## config.mk

```make
export PLATFORM = sky130hd
export DESIGN_NAME = mult_result_accumulator
export DESIGN_NICKNAME = d
export VERILOG_FILES = /design/src/rtl/mult_result_accumulator.sv
export SDC_FILE = /design/constraint.sdc
export NUM_CORES = 1
export LEC_CHECK = 0
export CAP_MARGIN = 10
export CELL_PAD_IN_SITES_DETAIL_PLACEMENT = 0
export CELL_PAD_IN_SITES_GLOBAL_PLACEMENT = 1
export CORE_ASPECT_RATIO = 0.8
export CORE_MARGIN = 3
export CORE_UTILIZATION = 34
export DETAILED_ROUTE_END_ITERATION = 8
export PLACE_DENSITY = 0.85
export SKIP_CTS_REPAIR_TIMING = 1
export SYNTH_ARGS = -nofsm -noshare
export SYNTH_HDL_FRONTEND = slang
export SYNTH_SLANG_ARGS = --single-unit
```

## constraint.sdc

```tcl
create_clock -name clk -period 10.76 [get_ports clk]
set_input_delay 2.152 -clock clk [delete_from_list [all_inputs] [get_ports clk]]
set_output_delay 2.152 -clock clk [all_outputs]
set_load 0.1 [all_outputs]
```

## src/rtl/mult_result_accumulator.sv

```systemverilog
`timescale 1ns/1ps
// mult_result_accumulator
//   Accumulates a block of multiplier products (the sum of two 45-bit
//   partial-sum words) into a 48-bit accumulator. The accumulator is split
//   into 1, 2 or 4 independent lanes depending on the mode latched at the
//   first product of the block. Each lane wraps on overflow and records a
//   sticky overflow flag. After acc_len products the result is held for
//   the consumer.
//
// Ports
//   clk           single clock, rising edge
//   reset         synchronous, active-high
//   in_valid      product words valid
//   in_ready      block accepts a product this cycle (low while holding a result)
//   in_result_0   first partial-sum word (45 bits)
//   in_result_1   second partial-sum word (45 bits)
//   in_simd_carry multiplier SIMD carry bits, OR-ed over the block
//   in_sign       operands are signed
//   mode          00 full, 01 sum_9x9 (2 lanes), 10/11 sum_4x4/2x2 (4 lanes)
//   acc_len       products per block, 0 means 1
//   out_valid     accumulated result valid (one block at a time)
//   out_ready     consumer accepts the result
//   out_acc       accumulated result
//   out_ovf       sticky per-lane overflow flags, bit k = lane k
//   out_carry_or  OR of in_simd_carry over the block
module mult_result_accumulator #(
  parameter int ACC_W = 48
) (
  input  logic             clk,
  input  logic             reset,
  input  logic             in_valid,
  output logic             in_ready,
  input  logic [44:0]      in_result_0,
  input  logic [44:0]      in_result_1,
  input  logic [15:0]      in_simd_carry,
  input  logic             in_sign,
  input  logic [1:0]       mode,
  input  logic [7:0]       acc_len,
  output logic             out_valid,
  input  logic             out_ready,
  output logic [ACC_W-1:0] out_acc,
  output logic [3:0]       out_ovf,
  output logic [15:0]      out_carry_or
);

  typedef enum logic [1:0] {
    ST_IDLE  = 2'd0,
    ST_ACCUM = 2'd1,
    ST_HOLD  = 2'd2
  } state_t;

  state_t state_reg, state_next;

  logic [ACC_W-1:0] acc_reg;
  logic [3:0]       ovf_reg;
  logic [15:0]      carry_or_reg;
  logic [7:0]       cnt_reg;
  logic [7:0]       len_reg;
  logic [1:0]       mode_reg;
  logic             sign_reg;

  logic             accept;
  logic [7:0]       len_eff;
  logic [7:0]       cnt_inc;

  // Block configuration in effect for the current add: taken straight from
  // the ports on the first product, from the latched copy afterwards.
  logic             first_beat;
  logic [1:0]       mode_eff;
  logic             sign_eff;
  logic [ACC_W-1:0] acc_base;
  logic [ACC_W-1:0] word_0;
  logic [ACC_W-1:0] word_1;
  logic [ACC_W-1:0] sum_word;
  logic [3:0]       seg_ovf;
  logic [3:0]       ovf_add;
  // seg_link[k] = 1 when carries from segment k-1 flow into segment k,
  // i.e. both 12-bit segments belong to the same lane.
  logic [3:1]       seg_link;

  // in_ready depends on state only, so accept has no combinational path
  // from out_ready or in_valid back into in_ready.
  assign accept     = in_valid && (state_reg != ST_HOLD);
  assign len_eff    = (acc_len == 8'd0) ? 8'd1 : acc_len;
  assign cnt_inc    = cnt_reg + 8'd1;
  assign first_beat = (state_reg == ST_IDLE);
  assign mode_eff   = first_beat ? mode    : mode_reg;
  assign sign_eff   = first_beat ? in_sign : sign_reg;
  assign acc_base   = first_beat ? '0      : acc_reg;

  // Only a single full-width signed lane sign-extends the 45-bit words;
  // narrower lanes always see the raw (zero-extended) bit fields.
  assign word_0 = (mode_eff == 2'b00 && sign_eff) ? {{3{in_result_0[44]}}, in_result_0}
                                                 : {3'b000, in_result_0};
  assign word_1 = (mode_eff == 2'b00 && sign_eff) ? {{3{in_result_1[44]}}, in_result_1}
                                                 : {3'b000, in_result_1};

  always_comb begin
    seg_link = 3'b000;
    case (mode_eff)
      2'b00:   seg_link = 3'b111;  // one 48-bit lane
      2'b01:   seg_link = 3'b101;  // lanes 23:0 and 47:24
      default: seg_link = 3'b000;  // four 12-bit lanes
    endcase
  end

  // Four 12-bit segments. A three-operand add carries out at most 2, so the
  // inter-segment carry is 2 bits wide. Signed overflow is judged on the
  // segment that tops a lane, using sign-extended segment operands plus the
  // (unsigned) carry from the lower segments of the same lane, which gives
  // the exact signed lane sum's upper part.
  for (genvar gi = 0; gi < 4; gi++) begin : gen_seg
    logic [11:0]        a_seg;
    logic [11:0]        b_seg;
    logic [11:0]        c_seg;
    logic [1:0]         cin;
    logic [13:0]        usum;
    logic signed [13:0] ssum;

    assign a_seg = acc_base[12*gi +: 12];
    assign b_seg = word_0[12*gi +: 12];
    assign c_seg = word_1[12*gi +: 12];

    if (gi == 0) begin : gen_cin_first
      assign cin = 2'd0;
    end else begin : gen_cin_chain
      assign cin = seg_link[gi] ? gen_seg[gi-1].usum[13:12] : 2'd0;
    end

    assign usum = {2'b00, a_seg} + {2'b00, b_seg} + {2'b00, c_seg} + {12'd0, cin};
    assign ssum = $signed({{2{a_seg[11]}}, a_seg}) + $signed({{2{b_seg[11]}}, b_seg})
                + $signed({{2{c_seg[11]}}, c_seg}) + $signed({12'd0, cin});

    assign sum_word[12*gi +: 12] = usum[11:0];
    assign seg_ovf[gi] = sign_eff ? ((ssum > 14'sd2047) || (ssum < -14'sd2048))
                                  : (usum[13:12] != 2'd0);
  end

  // Only segments that end a lane report overflow; map them to lane index.
  always_comb begin
    ovf_add = 4'b0000;
    case (mode_eff)
      2'b00:   ovf_add = {3'b000, seg_ovf[3]};
      2'b01:   ovf_add = {2'b00, seg_ovf[3], seg_ovf[1]};
      default: ovf_add = seg_ovf;
    endcase
  end

  // State register
  always_ff @(posedge clk) begin
    if (reset) begin
      state_reg <= ST_IDLE;
    end else begin
      state_reg <= state_next;
    end
  end

  // Next state and handshake outputs
  always_comb begin
    state_next = state_reg;
    in_ready   = 1'b0;
    out_valid  = 1'b0;
    case (state_reg)
      ST_IDLE: begin
        in_ready = 1'b1;
        if (accept) begin
          state_next = (len_eff == 8'd1) ? ST_HOLD : ST_ACCUM;
        end
      end
      ST_ACCUM: begin
        in_ready = 1'b1;
        if (accept && (cnt_inc == len_reg)) begin
          state_next = ST_HOLD;
        end
      end
      ST_HOLD: begin
        out_valid = 1'b1;
        if (out_ready) begin
          state_next = ST_IDLE;
        end
      end
      default: begin
        state_next = ST_IDLE;
      end
    endcase
  end

  // Accumulator datapath. Nothing here changes in HOLD because accept is
  // forced low there, which keeps the result stable for the consumer.
  always_ff @(posedge clk) begin
    if (reset) begin
      acc_reg      <= '0;
      ovf_reg      <= 4'b0000;
      carry_or_reg <= 16'h0000;
      cnt_reg      <= 8'd0;
      len_reg      <= 8'd1;
      mode_reg     <= 2'b00;
      sign_reg     <= 1'b0;
    end else if (accept) begin
      acc_reg <= sum_word;
      if (first_beat) begin
        mode_reg     <= mode;
        sign_reg     <= in_sign;
        len_reg      <= len_eff;
        cnt_reg      <= 8'd1;
        ovf_reg      <= ovf_add;
        carry_or_reg <= in_simd_carry;
      end else begin
        cnt_reg      <= cnt_inc;
        ovf_reg      <= ovf_reg | ovf_add;
        carry_or_reg <= carry_or_reg | in_simd_carry;
      end
    end
  end

  assign out_acc      = acc_reg;
  assign out_ovf      = ovf_reg;
  assign out_carry_or = carry_or_reg;

endmodule

```

# [Yosys cells after proc, flatten, opt, wreduce, memory -nomap -nowiden]
# Index checks and enable logic that the tools add are counted.
[word_totals] elab_cells=92 regBits=89 output_inout_bits=70
[op_classes] n_bitwise=2 muxes=25 add_sub_neg=23 n_eq_ne=9 order_cmp=8 reduce_logical=17
[ops] operator="$mux W48" count=3
[ops] operator="$add A13 B12 Y14" count=8
[ops] operator="$add A12 B12 Y13" count=8
[ops] operator="$gt A14 B12 Y1 const B" count=4
[ops] operator="$lt A14 B12 Y1 const B" count=4
[ops] operator="$add A14 B2 Y14" count=3
[ops] operator="$add A14 B3 Y14" count=3
[ops] operator="$mux W16" count=1
[ops] operator="$mux W2" count=8
[ops] operator="$mux W8" count=2
[ops] operator="$or A16 B16 Y16" count=1
[ops] operator="$add A8 B1 Y8 const B" count=1
[ops] operator="$eq A8 B1 Y1 const B" count=1
[ops] operator="$eq A8 B8 Y1" count=1
[ops] operator="$logic_not A8 Y1" count=1
[ops] operator="$ne A2 B2 Y1 const B" count=4
[ops] operator="$pmux W4 S2" count=1
[ops] operator="$reduce_bool A2 Y1" count=4
[ops] operator="$mux W1" count=7
[ops] operator="$pmux W2 S3" count=1
[ops] operator="$pmux W3 S2" count=1
[ops] operator="$eq A2 B1 Y1 const B" count=2
[ops] operator="$logic_not A2 Y1" count=2
[ops] operator="$logic_or A1 B1 Y1" count=4
[ops] operator="other kinds (7)" count=9

# [Depth between registers and ports, before layout]
# Gate-level depths: netlist of the first run.
[logic_depth] depth_word=19 ltp_mapped=45 ltp_nobuf=43

# [Least setup slack after synthesis of the first run]
# OpenSTA, ideal clock, no wires.
[synth_timing] path_kind="in2reg" start="input port in_result_0[1]" end="register ovf_reg[0], in the netlist out_ovf[0]" arrival_time_ns=11.192 path_slack_ns=-0.557 stages=43 required_ns=10.635 cell_sequence="inv_1 -> fa_1 -> inv_1 -> ha_1 -> fa_1 -> a21oi_1 -> o2111ai_1 -> nand3_1 -> nand2b_1 -> a21o_1 -> a21oi_1 -> nor3_1 -> fa_1 -> ha_1 -> fa_1 -> a211oi_1 -> o21bai_1 -> nand3_1 -> [7 not listed] -> a21o_1 -> a2111o_1 -> a221o_1 -> a21oi_1 -> nor2_1 -> o21ai_0 -> fa_1 -> inv_1 -> ha_1 -> fa_1 -> a211oi_2 -> o21bai_4 -> a311oi_1 -> nand3b_1 -> nor4b_2 -> a211oi_1 -> and3_1 -> o41a_1"
[synth_between] elab_chain_cells=15
[synth_lines] item="start, declared" line="33" rtl="input logic [44:0] in_result_0,"
[synth_lines] item="$mux W48 (*)" line="93" rtl="assign word_0 = (mode_eff == 2'b00 && sign_eff) ? {{3{in_result_0[44]}}, in_result_0}"
[synth_lines] item="$add A12 B12 Y13" line="130" rtl="assign usum = {2'b00, a_seg} + {2'b00, b_seg} + {2'b00, c_seg} + {12'd0, cin};"
[synth_lines] item="$add A13 B12 Y14" line="130"
[synth_lines] item="$mux W2" line="127" rtl="assign cin = seg_link[gi] ? gen_seg[gi-1].usum[13:12] : 2'd0;"
[synth_lines] item="$add A14 B2 Y14" line="130"
[synth_lines] item="$mux W2" line="127"
[synth_lines] item="$add A14 B2 Y14" line="130"
[synth_lines] item="$mux W2" line="127"
[synth_lines] item="$add A14 B3 Y14" line="132" rtl="+ $signed({{2{c_seg[11]}}, c_seg}) + $signed({12'd0, cin});"
[synth_lines] item="$gt A14 B12 Y1 / $lt A14 B12 Y1 (equally long branches)" line="135" rtl="assign seg_ovf[gi] = sign_eff ? ((ssum > 14'sd2047) || (ssum < -14'sd2048))"
[synth_lines] item="$logic_or A1 B1 Y1" line="135"
[synth_lines] item="$mux W1" line="135"
[synth_lines] item="$pmux W4 S2 (*)" line="142" rtl="case (mode_eff)"
[synth_lines] item="$or A4 B4 Y4" line="210" rtl="ovf_reg <= ovf_reg | ovf_add;"
[synth_lines] item="$mux W4 (*)" line="201" rtl="if (first_beat) begin"
[synth_lines] item="end signal, assigned" line="206" rtl="ovf_reg <= ovf_add;"
[synth_lines] item="end signal, assigned" line="210"
[synth_lines] item="end, declared" line="55" rtl="logic [3:0] ovf_reg;"
# Every way passes the cells marked *; elsewhere a longest branch is shown, timed or not.
# A chain may end at the register's enable or synchronous reset.

# [Worst setup path in the final report of the first run]
[layout_timing] start="input port in_result_0[6]" end="register ovf_reg[0], in the netlist out_ovf[0]"
# Same word-level chain as after synthesis.

==> impl_metrics.ini, run 1 <==
[synthesis]
synth_mux_area_frac = 0.01486
synth-seq-cells = 89
ys_types = 65
yosysTopAreaCell = dfxtp_1
async_flop_share = 0
yosys-top-cells-area = dfxtp_1, fa_1, ha_1, a21oi_1, nand2_1
syn_area_per_cell_um2 = 8.511
synth_compound_area_frac = 0.1809
synth_top_area_frac = 0.2275
syn_inst = 920
synth_top_family_by_area = adder cells
synth_warnings = 0
syn_nets = 1184
ys_dominant_reg_cell = dfxtp_1
synth-seq-area-share = 0.2275
synth_simple_gate_area_share = 0.2112
synthXorXnorAreaFrac = 0.04682
synth_edf_count = 0
synthAdderAreaFrac = 0.2812
netlist_area_mm2 = 0.007830

[setup_path]
crit_path_end_kind = flip-flop
path_max_fanout = 5
startpoint = in_result_0[6]
slowest_delay_ns = 0.56
r2r_start = state_reg[0]$_SDFFE_PP0P_
cp_common_cell = fa_1
critical_path_required_ns = 11.00
r2r_slack_ns = 1.22
critical_path_class = in -> reg
startpoint_type = input port
worstPathArrival_ns = 10.89
rr_worst_depth = 42
r2r-end = out_ovf[0]$_SDFFE_PP0P_
endpoint = out_ovf[0]$_SDFFE_PP0P_
crit_slowest_cell = fa_1

[grt]
grt_pass1_vias = 7204
grt_pass1_wl_um = 37040
grt_overflow = 0
grt_antenna_before_repair = 2
track_usage = 0.1813
grt_max_degree = 88

[route]
vias_per_cell = 5.010
drc = 0
drtAntennaViolNets = 0
routedWlPerCell_um = 15.78
dr.pass1.iters = 5
wirelength_um = 22630
vias = 7184
first_iter_violations = 336

[job]
drv_cap = 0

[finish]
final_common_cell = clkdlybuf4s50_1
largest_reg_flops = 48
n_antenna_cell = 0
design_area_mm2 = 0.01082
instances_no_fill = 1434
area_growth_pct = 38.22
final_cell_mix = clkdlybuf4s50_1, nand2_1, dfxtp_1, a21oi_1, ha_1
drive_gt1_frac = 0.1037
nets = 1388

[clocking]
cts-buffers-inserted = 9
clk_pin_slew_ns = 0.07
cts_sinks = 89
cts-root-buf = clkbuf_16
cts_buffer_depth = 2
clk_latency_ns = 0.35
cts_max_level = 3
cts_tree = built

[power]
power_density_mw_per_mm2 = 160.9
finalPower_uw = 1741
p_leak_uw = 0.004529
ir_drop_uv = 79.41

[placed_design]
place.gp.congestion = 0.8708
port_buffers = 190
numPlacedInstances = 1412
hpwl_um = 17110
place_area_mm2 = 0.01035

[min_path]
hold_class = reg -> reg

[floorplanning]
die_x_um = 175.7
design.die.area_mm2 = 0.02490
ios = 191
initial_core_util = 0.3470
die_h_um = 141.7
std_cell_rows = 49
coreArea_mm2 = 0.02256

[timing]
slew_headroom = 0.2928
hold_viol_final = 0
timing.fmax_mhz = 93.86
post-route-min-period_ns = 10.65
worst_slew_pin_slew_ns = 1.057
post-route-period-util = 0.9902
setup_viol = 0
finalMaxSlewViolations = 0
rsz0062_at_grt = yes
fin_skew_ns = 0.008633

[status]
status = completed
[cell families (layout without fill, tap and decap cells)]
| kind of cell | Yosys count | in the layout |
|---|---|---|
| AND/OR/NAND/NOR | 341 | 341 |
| AO/OA/AOI/OAI | 217 | 217 |
| adder cells (fa/ha/maj) | 143 | 143 |
| flip-flops | 89 | 89 |
| buffers and inverters | 78 | 286 |
| XOR/XNOR | 41 | 41 |
| multiplexers | 11 | 11 |
[per-layer routing]
metal  track usage  up-vias  share of wire
met1        0.2595     3326           0.50
met3       0.04254       22          0.057
met4       0.04082        4         0.0099
met2        0.2784      192           0.43
met5             0        -         0.0011
li1              -     3640              -
[stage by stage]
stage | utilization | hold WS [ns] | setup slack [ns] | TNS (ns)
floorplan | - | 0.4357 | 0.01916 | 0
global placement | 0.4590 | 0.4423 | -0.5647 | -1.556
detailed placement | 0.4590 | 0.4466 | -0.7422 | -2.179
CTS | 0.4707 | 0.4556 | -0.3757 | -0.9604
global route | 0.4797 | 0.4900 | -0.3176 | -0.9359
finish | 0.4797 | 0.4542 | 0.1055 | 0
[worst min path at each step]
stage / startpoint / to / slack [ns] / depth (start not counted)
after floorplan: mode_reg[0]$_SDFFE_PP0P_ / mode_reg[0]$_SDFFE_PP0P_ / 0.44 / 2
after global placement: mode_reg[0]$_SDFFE_PP0P_ / mode_reg[0]$_SDFFE_PP0P_ / 0.44 / 2
after detailed placement: mode_reg[0]$_SDFFE_PP0P_ / mode_reg[0]$_SDFFE_PP0P_ / 0.45 / 2
after CTS: mode_reg[0]$_SDFFE_PP0P_ / mode_reg[0]$_SDFFE_PP0P_ / 0.46 / 2
after global routing: mode_reg[0]$_SDFFE_PP0P_ / mode_reg[0]$_SDFFE_PP0P_ / 0.49 / 2
final: mode_reg[0]$_SDFFE_PP0P_ / mode_reg[0]$_SDFFE_PP0P_ / 0.45 / 2
[critical path: cells and delay by family]
| family | cells | cell delay (ns) |
|---|---|---|
| adders and majority gates | 11 | 3.64 |
| buffers and inverters | 3 | 0.56 |
| AOI/OAI and AO/OA | 17 | 3.18 |
| muxes | 1 | 0.32 |
| and+or+nand+nor | 9 | 1.03 |
[power breakdown]
part	internal (µW)	switching, µW	total (µW)
clock network	162	139	302
logic	396	639	1030
registers	371	34.2	405
[Yosys cell counts, types with 3 or more instances]
cell type	instances
xor2_1	6
a21o_1	12
or3_1	8
o31ai_1	4
or4_1	3
o21ai_0	23
and2_1	9
fa_1	55
mux2i_1	6
ha_1	88
a21oi_1	87
nor2b_1	52
and3_1	11
inv_1	37
o21a_1	7
a2111oi_0	3
xnor2_1	34
nor4b_1	3
a31oi_1	7
nand2b_1	6
mux2_2	5
clkbuf_1	39
dfxtp_1	89
a22oi_1	17
a211o_1	3
nand3_1	20
o311a_1	3
o21ai_1	4
nor3b_1	3
nand4_1	3
nor3_1	16
nor4_1	5
nor2_1	79
a211oi_1	19
a311oi_1	3
nand2_1	112
[area by class of cell]
class	count	area [µm²]
fill	2270	11740
multi-input combinational	753	6008
timing repair buffer	234	2246
sequential	89	1782
tap	306	382.9
clock buffer	13	250.2
inverter	37	138.9
clock inverter	2	15.01
Note: power is estimated with default switching activity, not from simulation.
==> inputs of run 2 (changes only) <==
--- a/config.mk
+++ b/config.mk
@@ -6,11 +6,11 @@
 export NUM_CORES = 1
 export LEC_CHECK = 0
 export CAP_MARGIN = 10
-export CELL_PAD_IN_SITES_DETAIL_PLACEMENT = 0
-export CELL_PAD_IN_SITES_GLOBAL_PLACEMENT = 1
+export CELL_PAD_IN_SITES_DETAIL_PLACEMENT = 2
+export CELL_PAD_IN_SITES_GLOBAL_PLACEMENT = 2
 export CORE_ASPECT_RATIO = 0.8
 export CORE_MARGIN = 3
-export CORE_UTILIZATION = 34
+export CORE_UTILIZATION = 27
 export DETAILED_ROUTE_END_ITERATION = 8
 export PLACE_DENSITY = 0.85
 export SKIP_CTS_REPAIR_TIMING = 1
==> run 2 against run 1 <==
  * Combinational power grew 8%
  * Cell count grew 5.1%
  * Clock power grew 38%
  * Total power grew 11%
  * Register-to-register slack lost 0.31 ns
  * The flow now finishes with violations (setup timing)
  * Global-route usage grew 0.96 points
==> impl_metrics.ini, run 2 (synthesized netlist as in run 1, its figures left out) <==
[timing]
setup_viol = 2
holdWs_ns = 0.4674
post-route-period-util = 1.008
hold_viol_final = 0
layout_setup_ws_ns = -0.08825
slew_headroom = 0.2794
rsz0062_at_grt = yes
post-route-min-period_ns = 10.85
timing.fmax_mhz = 92.18
fin_skew_ns = 0.009703
worst_slew_pin_slew_ns = 1.077
finalMaxSlewViolations = 0

[route]
wirelength_um = 30250
dr.pass1.iters = 6
first_iter_violations = 204
routedWlPerCell_um = 20.07
drc = 0
vias_per_cell = 5.095
drtAntennaViolNets = 0
vias = 7678

[setup_path]
critical_path_class = in -> reg
slowest_delay_ns = 0.55
crit_path_end_kind = flip-flop
crit_slowest_cell = fa_1
critical_path_required_ns = 11.02
cp_common_cell = fa_1
path_max_fanout = 4
startpoint_type = input port
r2r_start = state_reg[0]$_SDFFE_PP0P_
r2r-end = out_ovf[0]$_SDFFE_PP0P_
worstPathArrival_ns = 11.11
r2r_slack_ns = 0.91
rr_worst_depth = 43

[placed_design]
place_ws_ns = -0.8235
port_buffers = 190
place.gp.congestion = 0.8367
place_area_mm2 = 0.01046
hpwl_um = 22670

[finish]
drive_gt1_frac = 0.1231
final_cell_mix = clkdlybuf4s50_1, nand2_1, dfxtp_1, a21oi_1, ha_1
final_common_cell = clkdlybuf4s50_1
n_antenna_cell = 0
largest_reg_flops = 48
nFillCells = 3123
multi_input_area_mm2 = 0.006095
regArea_mm2 = 0.001782
nets = 1396
post-route-util = 0.3930
area_growth_pct = 42.65
design_area_mm2 = 0.01117

[min_path]
min_from = mode_reg[0]$_SDFFE_PP0P_
holdPathStages = 2
hold_class = reg -> reg
worstHoldEndpoint = mode_reg[0]$_SDFFE_PP0P_

[grt]
grt_pass1_vias = 8610
grt_max_degree = 88
grt_overflow = 0
grt_antenna_before_repair = 0
track_usage = 0.1910
grt_pass1_wl_um = 47060

[power]
p_int_uw = 1046
p_leak_uw = 0.004647
power.switching_uw = 885.0
power_density_mw_per_mm2 = 172.9
p_clk_frac = 0.216
pwr-share-comb = 0.574
ir_drop_uv = 81.30
switching_share = 0.4583
seq_power_share = 0.211

[clocking]
cts_max_level = 3
cts-buffers-inserted = 9
clk_latency_ns = 0.37
cts_buffer_depth = 2
cts_tree = built
cts-root-buf = clkbuf_16
clk_pin_slew_ns = 0.07
cts_sinks = 89

[job]
drv_cap = 0

[floorplanning]
initial_core_util = 0.2755
ios = 191
die_h_um = 158.3
std_cell_rows = 55
die_x_um = 196.4
coreArea_mm2 = 0.02842
design.die.area_mm2 = 0.03109

[status]
violations = setup timing
status = complete, but fails checks
## run 2: cell count changes in the layout (fill, tap and decap cells not counted), sizes merged
cell,before,now
inv,37,38
buf,46,55
clkinv,0,1
clkbuf,14,10
dlymetal6s2s,8,9
bufinv,0,4
clkinvlp,2,0
clkdlybuf4s50,179,178
## run 2: per-stage QoR
step / instances / setup TNS, ns / power, µW
after global routing: 1507 / -1.362 / 2052
after global placement: 1479 / -1.563 / 1429
after floorplan: 920 / 0 / 1136
final: 1507 / -0.1199 / 1931
after detailed placement: 1479 / -2.829 / 1468
after CTS: 1495 / -1.324 / 1905
## run 2: power by group through the flow
stage	Combinational [µW]	Sequential, µW	Clock [µW]
after detailed placement	1050	414	0
after floorplan	470	666	0
after global routing	1200	414	439
after CTS	1070	408	426
after global placement	1020	412	0
final	1110	407	416
## run 2: worst max-delay path by stage
| stage | start | to | slack (ns) | cells after the start |
|---|---|---|---|---|
| final | in_result_0[8] | out_ovf[0]$_SDFFE_PP0P_ | -0.09 | 42 |
| after global routing | in_result_0[8] | out_ovf[0]$_SDFFE_PP0P_ | -0.50 | 42 |
| after CTS | in_result_0[1] | out_ovf[0]$_SDFFE_PP0P_ | -0.59 | 44 |
| after detailed placement | in_result_0[1] | out_ovf[0]$_SDFFE_PP0P_ | -0.82 | 44 |
| after global placement | in_result_0[1] | out_ovf[0]$_SDFFE_PP0P_ | -0.59 | 44 |
| after floorplan | in_result_0[1] | out_ovf[0]$_SDFFE_PP0P_ | 0.02 | 43 |
## run 2: final cells by class
| cell class | instances | area share |
|---|---|---|
| clock inverter | 6 | 0.01232 |
| clock buffer | 10 | 0.02140 |
| tap | 370 | 0.04145 |
| sequential | 89 | 0.1595 |
| inverter | 37 | 0.01243 |
| timing repair buffer | 242 | 0.2072 |
| multi-input combinational | 753 | 0.5456 |
## run 2: worst max-delay path, delay by kind of cell
kind / cells / cell delay [ns]
buffers and inverters: 4 / 0.72
AND/OR/NAND/NOR: 10 / 1.20
multiplexers: 1 / 0.31
adder cells (fa/ha/maj): 11 / 3.53
AO/OA/AOI/OAI: 16 / 3.17
## run 2: metal layers
layer	share of wire	track usage	wire (µm)	up-vias
met2	0.50	0.3392	15000	142
met1	0.45	0.2414	13670	3859
met4	0.018	0.04988	537	0
met5	0	0	0	-
li1	-	-	-	3649
met3	0.034	0.03406	1040	28
==> variant 1, RTL diff (settings of run 1) <==
Register the output `out_ovf` once more, without a reset; this adds one clock of latency there. The other outputs are not delayed to match.
--- a/src/rtl/mult_result_accumulator.sv
+++ b/src/rtl/mult_result_accumulator.sv
@@ -214,7 +214,9 @@
   end
 
   assign out_acc      = acc_reg;
-  assign out_ovf      = ovf_reg;
+  always_ff @(posedge clk) begin
+    out_ovf <= ovf_reg;
+  end
   assign out_carry_or = carry_or_reg;
 
 endmodule
Formal check against the unedited RTL: not equivalent (a bounded check fails within 4 cycles, from zero or initial values and one cycle with reset high).
==> variant 1 against run 1 <==
The flow now finishes with violations (negative setup slack). Synthesized area rose by 1.6%. Critical path depth rose by 1. Final area rose by 2.5%. Sequential cell count rose by 4. Hold slack got worse by 0.10 ns. Power rose by 3.0%. Fmax fell by 1.6%. Routed wire length fell by 1.1%. Register-to-register slack got worse by 0.25 ns. Worst setup slack got worse by 0.17 ns.
==> variant 1: results (changes against run 1) <==
The routability congestion estimate is 0.833 (-4.4%). The tools report the number of different library cells in the post-synthesis netlist as 63 (-3.1%). The share of layout cells above drive strength 1 came out at 0.117 (+0.0133). The critical path's largest stage delay is 0.54 ns (-0.02 ns), and the DRC marker count from the first detailed-route iteration is 349 (+3.9%). The tools report the maximum number of pins on one net before global-route repair as 62 (-30%). The number of nets produced by synthesis is 1,198 (+1.2%), and the critical-path maximum fanout is 4 (-1). The tools report the global-route wire length before repair as 36,300 um (-2.0%). The logs give 1,421 (+2.4%) for the final net count and 0.184 (+0.011) for the clock network fraction of design power. The run gives 17,100 um (about the same) as the HPWL after detailed placement. For the sequential area share after synthesis, the log shows 0.234 (+0.00649). The run gives 1 (-1) as the number of antenna violations at the first check in global routing. The run gives 0.581 (-0.013) as the fraction of power consumed by combinational cells. The checks that failed: negative setup slack. The arrival time at the worst endpoint was 11.06 ns (+0.17 ns); the final setup skew was 0.0130 ns (+0.00432 ns). The average detailed-routed wire length per instance was 15.2 um (-3.4%); the met2 track demand over resource was 0.274 (-0.00402). The flow ran to the end, but the final reports show violations.

Endpoint of the most critical setup path: ovf_reg[1]$_SDFFE_PP0P_. The run gives 11,200 um (-1.7%) as the sum of routed wire segments on met1. The worst register-to-register path ends at ovf_reg[1]$_SDFFE_PP0P_. The launch point of the worst path was in_result_0[1].

The number of vias per cell after detailed routing came out at 5.01 (about the same). The worst-case setup margin in the final layout is -0.0666 ns (-0.172 ns). The largest vdd supply drop is 0.000103 V (+30%). Sorting the synthesized cells by how often they occur yields 116 x sky130_fd_sc_hd__nand2_1, 93 x sky130_fd_sc_hd__dfxtp_1, 92 x sky130_fd_sc_hd__a21oi_1.

After synthesis, the cell types taking the most area are sky130_fd_sc_hd__dfxtp_1 23%, sky130_fd_sc_hd__fa_1 14%, sky130_fd_sc_hd__ha_1 14%, sky130_fd_sc_hd__a21oi_1 5.8%, sky130_fd_sc_hd__nand2_1 5.5%. The number of setup violations in the final report was 3 (+3). The global-route usage over all layers is 0.176 (-0.00541).

The first-pass iteration count of the detailed router is 4 (-1). The worst register-to-register path begins at state_reg[1]$_SDFFE_PP0P_. The transition time of the tightest slew-check pin was 1.12 ns (+0.0619 ns). The logic depth of the worst register-to-register path was 40 (-4.8%). The via count of the first global-routing pass was 7,308 (+1.4%). The power density over cell area works out to 162 nW/um^2 (+0.43%). The run gives 4.75 nW (+4.8%) as the reported leakage power.

The global routing usage on met1 was 0.253 (-0.00654); the switching component of the power was 0.841 mW (+3.6%). The logs give -0.867 ns (-0.125 ns) for the minimum setup slack after placement and 1190 um (-7.4%) for the total met3 wirelength after detailed routing. The met2 wirelength from detailed routing was 9780 um (+0.53%).

For the met3 track utilization from global routing, the log shows 0.0375 (-0.00506).
## variant 1: through the flow
stage | area (sq um) | hold WS (ns) | TNS [ns] | std cells
after floorplan | 8040 | 0.331 | -0.240 | 934
after global placement | 10600 | 0.335 | -2.62 | 1442
after detailed placement | 10600 | 0.338 | -2.97 | 1442
after CTS | 10900 | 0.355 | -1.62 | 1458
after global routing | 11100 | 0.367 | -1.08 | 1468
final | 11100 | 0.351 | -0.136 | 1468
## variant 1: worst min-delay path by stage
stage,endpoint,startpoint,slack (ns),depth (start not counted)
floorplan,out_ovf[1]$_DFF_P_,ovf_reg[1]$_SDFFE_PP0P_,0.33,0
global placement,out_ovf[3]$_DFF_P_,ovf_reg[3]$_SDFFE_PP0P_,0.34,0
detailed placement,out_ovf[3]$_DFF_P_,ovf_reg[3]$_SDFFE_PP0P_,0.34,0
CTS,out_ovf[3]$_DFF_P_,ovf_reg[3]$_SDFFE_PP0P_,0.36,0
global route,out_ovf[1]$_DFF_P_,ovf_reg[1]$_SDFFE_PP0P_,0.37,0
finish,out_ovf[3]$_DFF_P_,ovf_reg[3]$_SDFFE_PP0P_,0.35,0
## variant 1: area by class of cell
class | instances | area, sq um
clock buffer | 9 | 225
clock inverter | 7 | 73.8
fill | 2184 | 11600
inverter | 38 | 150
multi-input combinational | 764 | 6020
sequential | 93 | 1860
tap | 306 | 383
timing repair buffer | 251 | 2380
## variant 1: cells by family (layout without fill, tap and decap cells)
family	after synthesis	count (layout)	synth area share
AO/OA/AOI/OAI	233	233	0.189
XOR/XNOR	52	52	0.0573
adder cells (fa/ha/maj)	143	143	0.277
buffers and inverters	77	305	0.0373
flip-flops	93	93	0.234
multiplexers	10	10	0.0146
AND/OR/NAND/NOR	326	326	0.191
==> variant 2, RTL diff (config.mk and constraints of run 1) <==
Made on the original files. Re-encode `state_t` (3 states) as one-hot, 3 bits wide.
--- a/src/rtl/mult_result_accumulator.sv
+++ b/src/rtl/mult_result_accumulator.sv
@@ -43,10 +43,10 @@
   output logic [15:0]      out_carry_or
 );
 
-  typedef enum logic [1:0] {
-    ST_IDLE  = 2'd0,
-    ST_ACCUM = 2'd1,
-    ST_HOLD  = 2'd2
+  typedef enum logic [2:0] {
+    ST_IDLE  = 3'b001,
+    ST_ACCUM = 3'b010,
+    ST_HOLD  = 3'b100
   } state_t;
 
   state_t state_reg, state_next;
Behaviour: same outputs for any inputs over 4 cycles, from zero or initial values and one cycle with reset high; so few cycles prove little.
==> variant 2 against run 1 <==
Power up 7.2%. Final area up 2.4%. First-iteration DRC count up 17%. Worst setup slack better by 0.084 ns. Routed wire length down 0.71%. Core utilization up 0.90 points. Sequential power up 1%. Sequential cell count up 1. Non-clock buffer count up 11. Synthesized area up 1.2%. Critical endpoint unchanged.
==> variant 2: results (changes against run 1) <==
In the synthesized netlist, the cells that appear most often are 115 x sky130_fd_sc_hd__nand2_1, 91 x sky130_fd_sc_hd__a21oi_1, 90 x sky130_fd_sc_hd__dfxtp_1. The worst-case register-to-register setup slack is 0.83 ns (-0.39 ns), and the total routed wirelength is 22,500 um (-0.71%). Start point of the worst min-delay path: out_acc[31]$_SDFFE_PP0P_. The cell area after placement was 10,400 sq um (+0.87%). The number of nets produced by synthesis is 1,190 (+0.51%), and the sequential area share after synthesis is 0.227 (about the same). The flow ran to the end, and the final reports show no timing, DRC or antenna violations. The total met3 wirelength after detailed routing was 944 um (-26%); the number of vias per cell after detailed routing was 4.94 (-1.4%). The compound-gate portion of the synthesized area is 0.175 (-0.00540).

The share of cell area taken by muxes after synthesis is 0.00932 (-0.00554). The share of layout cells above drive strength 1 was 0.118 (+0.0145); the global routing usage on met1 was 0.252 (-0.00711). The worst register-to-register path begins at state_reg[0]$_SDFFE_PP1P_.

Tracing the worst setup path back leads to its startpoint at in_result_1[1]. The logic depth of the worst register-to-register path is 46 (+9.5%). For hold timing, the worst endpoint is out_acc[31]$_SDFFE_PP0P_.

The logs give 11,100 um (-2.7%) for the sum of routed wire segments on met1 and 10.83 ns (-0.06 ns) for the arrival time at the worst endpoint. The mean instance size in the synthesized netlist came out at 8.55 sq um (+0.51%). The maximum number of pins on one net before global-route repair is 67 (-24%). For the routability congestion estimate, the log shows 0.805 (-7.6%).

The final net count is 1,410 (+1.6%). The global-route usage over all layers was 0.176 (-0.00536). The met2 wirelength from detailed routing was 10,200 um (+5.2%); the worst relative slew slack was 0.308 (+0.0152). The area share of xor/xnor cells in the synthesized design was 0.0529 (+0.00609); the final setup skew was 0.0118 ns (+0.00319 ns). The number of different library cells in the post-synthesis netlist is 72 (+11%).

The logs give 16,900 um (-1.3%) for the HPWL after detailed placement and 0.0315 (-0.0111) for the met3 track utilization from global routing. The largest vdd supply drop is 0.0000911 V (+15%). The arithmetic-cell share of the synthesized area counting full adders, half adders and majority gates is 0.278 (-0.00324), and the number of filler instances in the final layout is 2,123 (-6.5%).

Via count of the first global-routing pass: 7,170 (-0.47%).
variant 2: final cells by class:
class / count / area, sq um / share of cell area
flip-flops and latches: 90 / 1800 / 0.163
well taps: 306 / 383 / 0.0345
multi-input cells: 758 / 6080 / 0.548
inverters: 42 / 158 / 0.0142
clock buffers: 9 / 225 / 0.0203
clock inverters: 6 / 75.1 / 0.00677
repair buffers: 245 / 2360 / 0.213
variant 2: through the flow:
stage	TNS, ns	power [mW]	worst slack (ns)	hold slack, ns
after detailed placement	-3.50	1.49	-0.894	0.457
after CTS	-1.65	1.84	-0.557	0.468
after floorplan	-0.00670	1.19	-0.00670	0.448
after global routing	-0.602	2.00	-0.245	0.487
after global placement	-2.44	1.48	-0.729	0.454
final	0	1.87	0.189	0.470
variant 2: report_power, final:
part	internal, mW	switching (mW)
Sequential	0.377	0.0328
Clock	0.182	0.151
Combinational	0.426	0.698
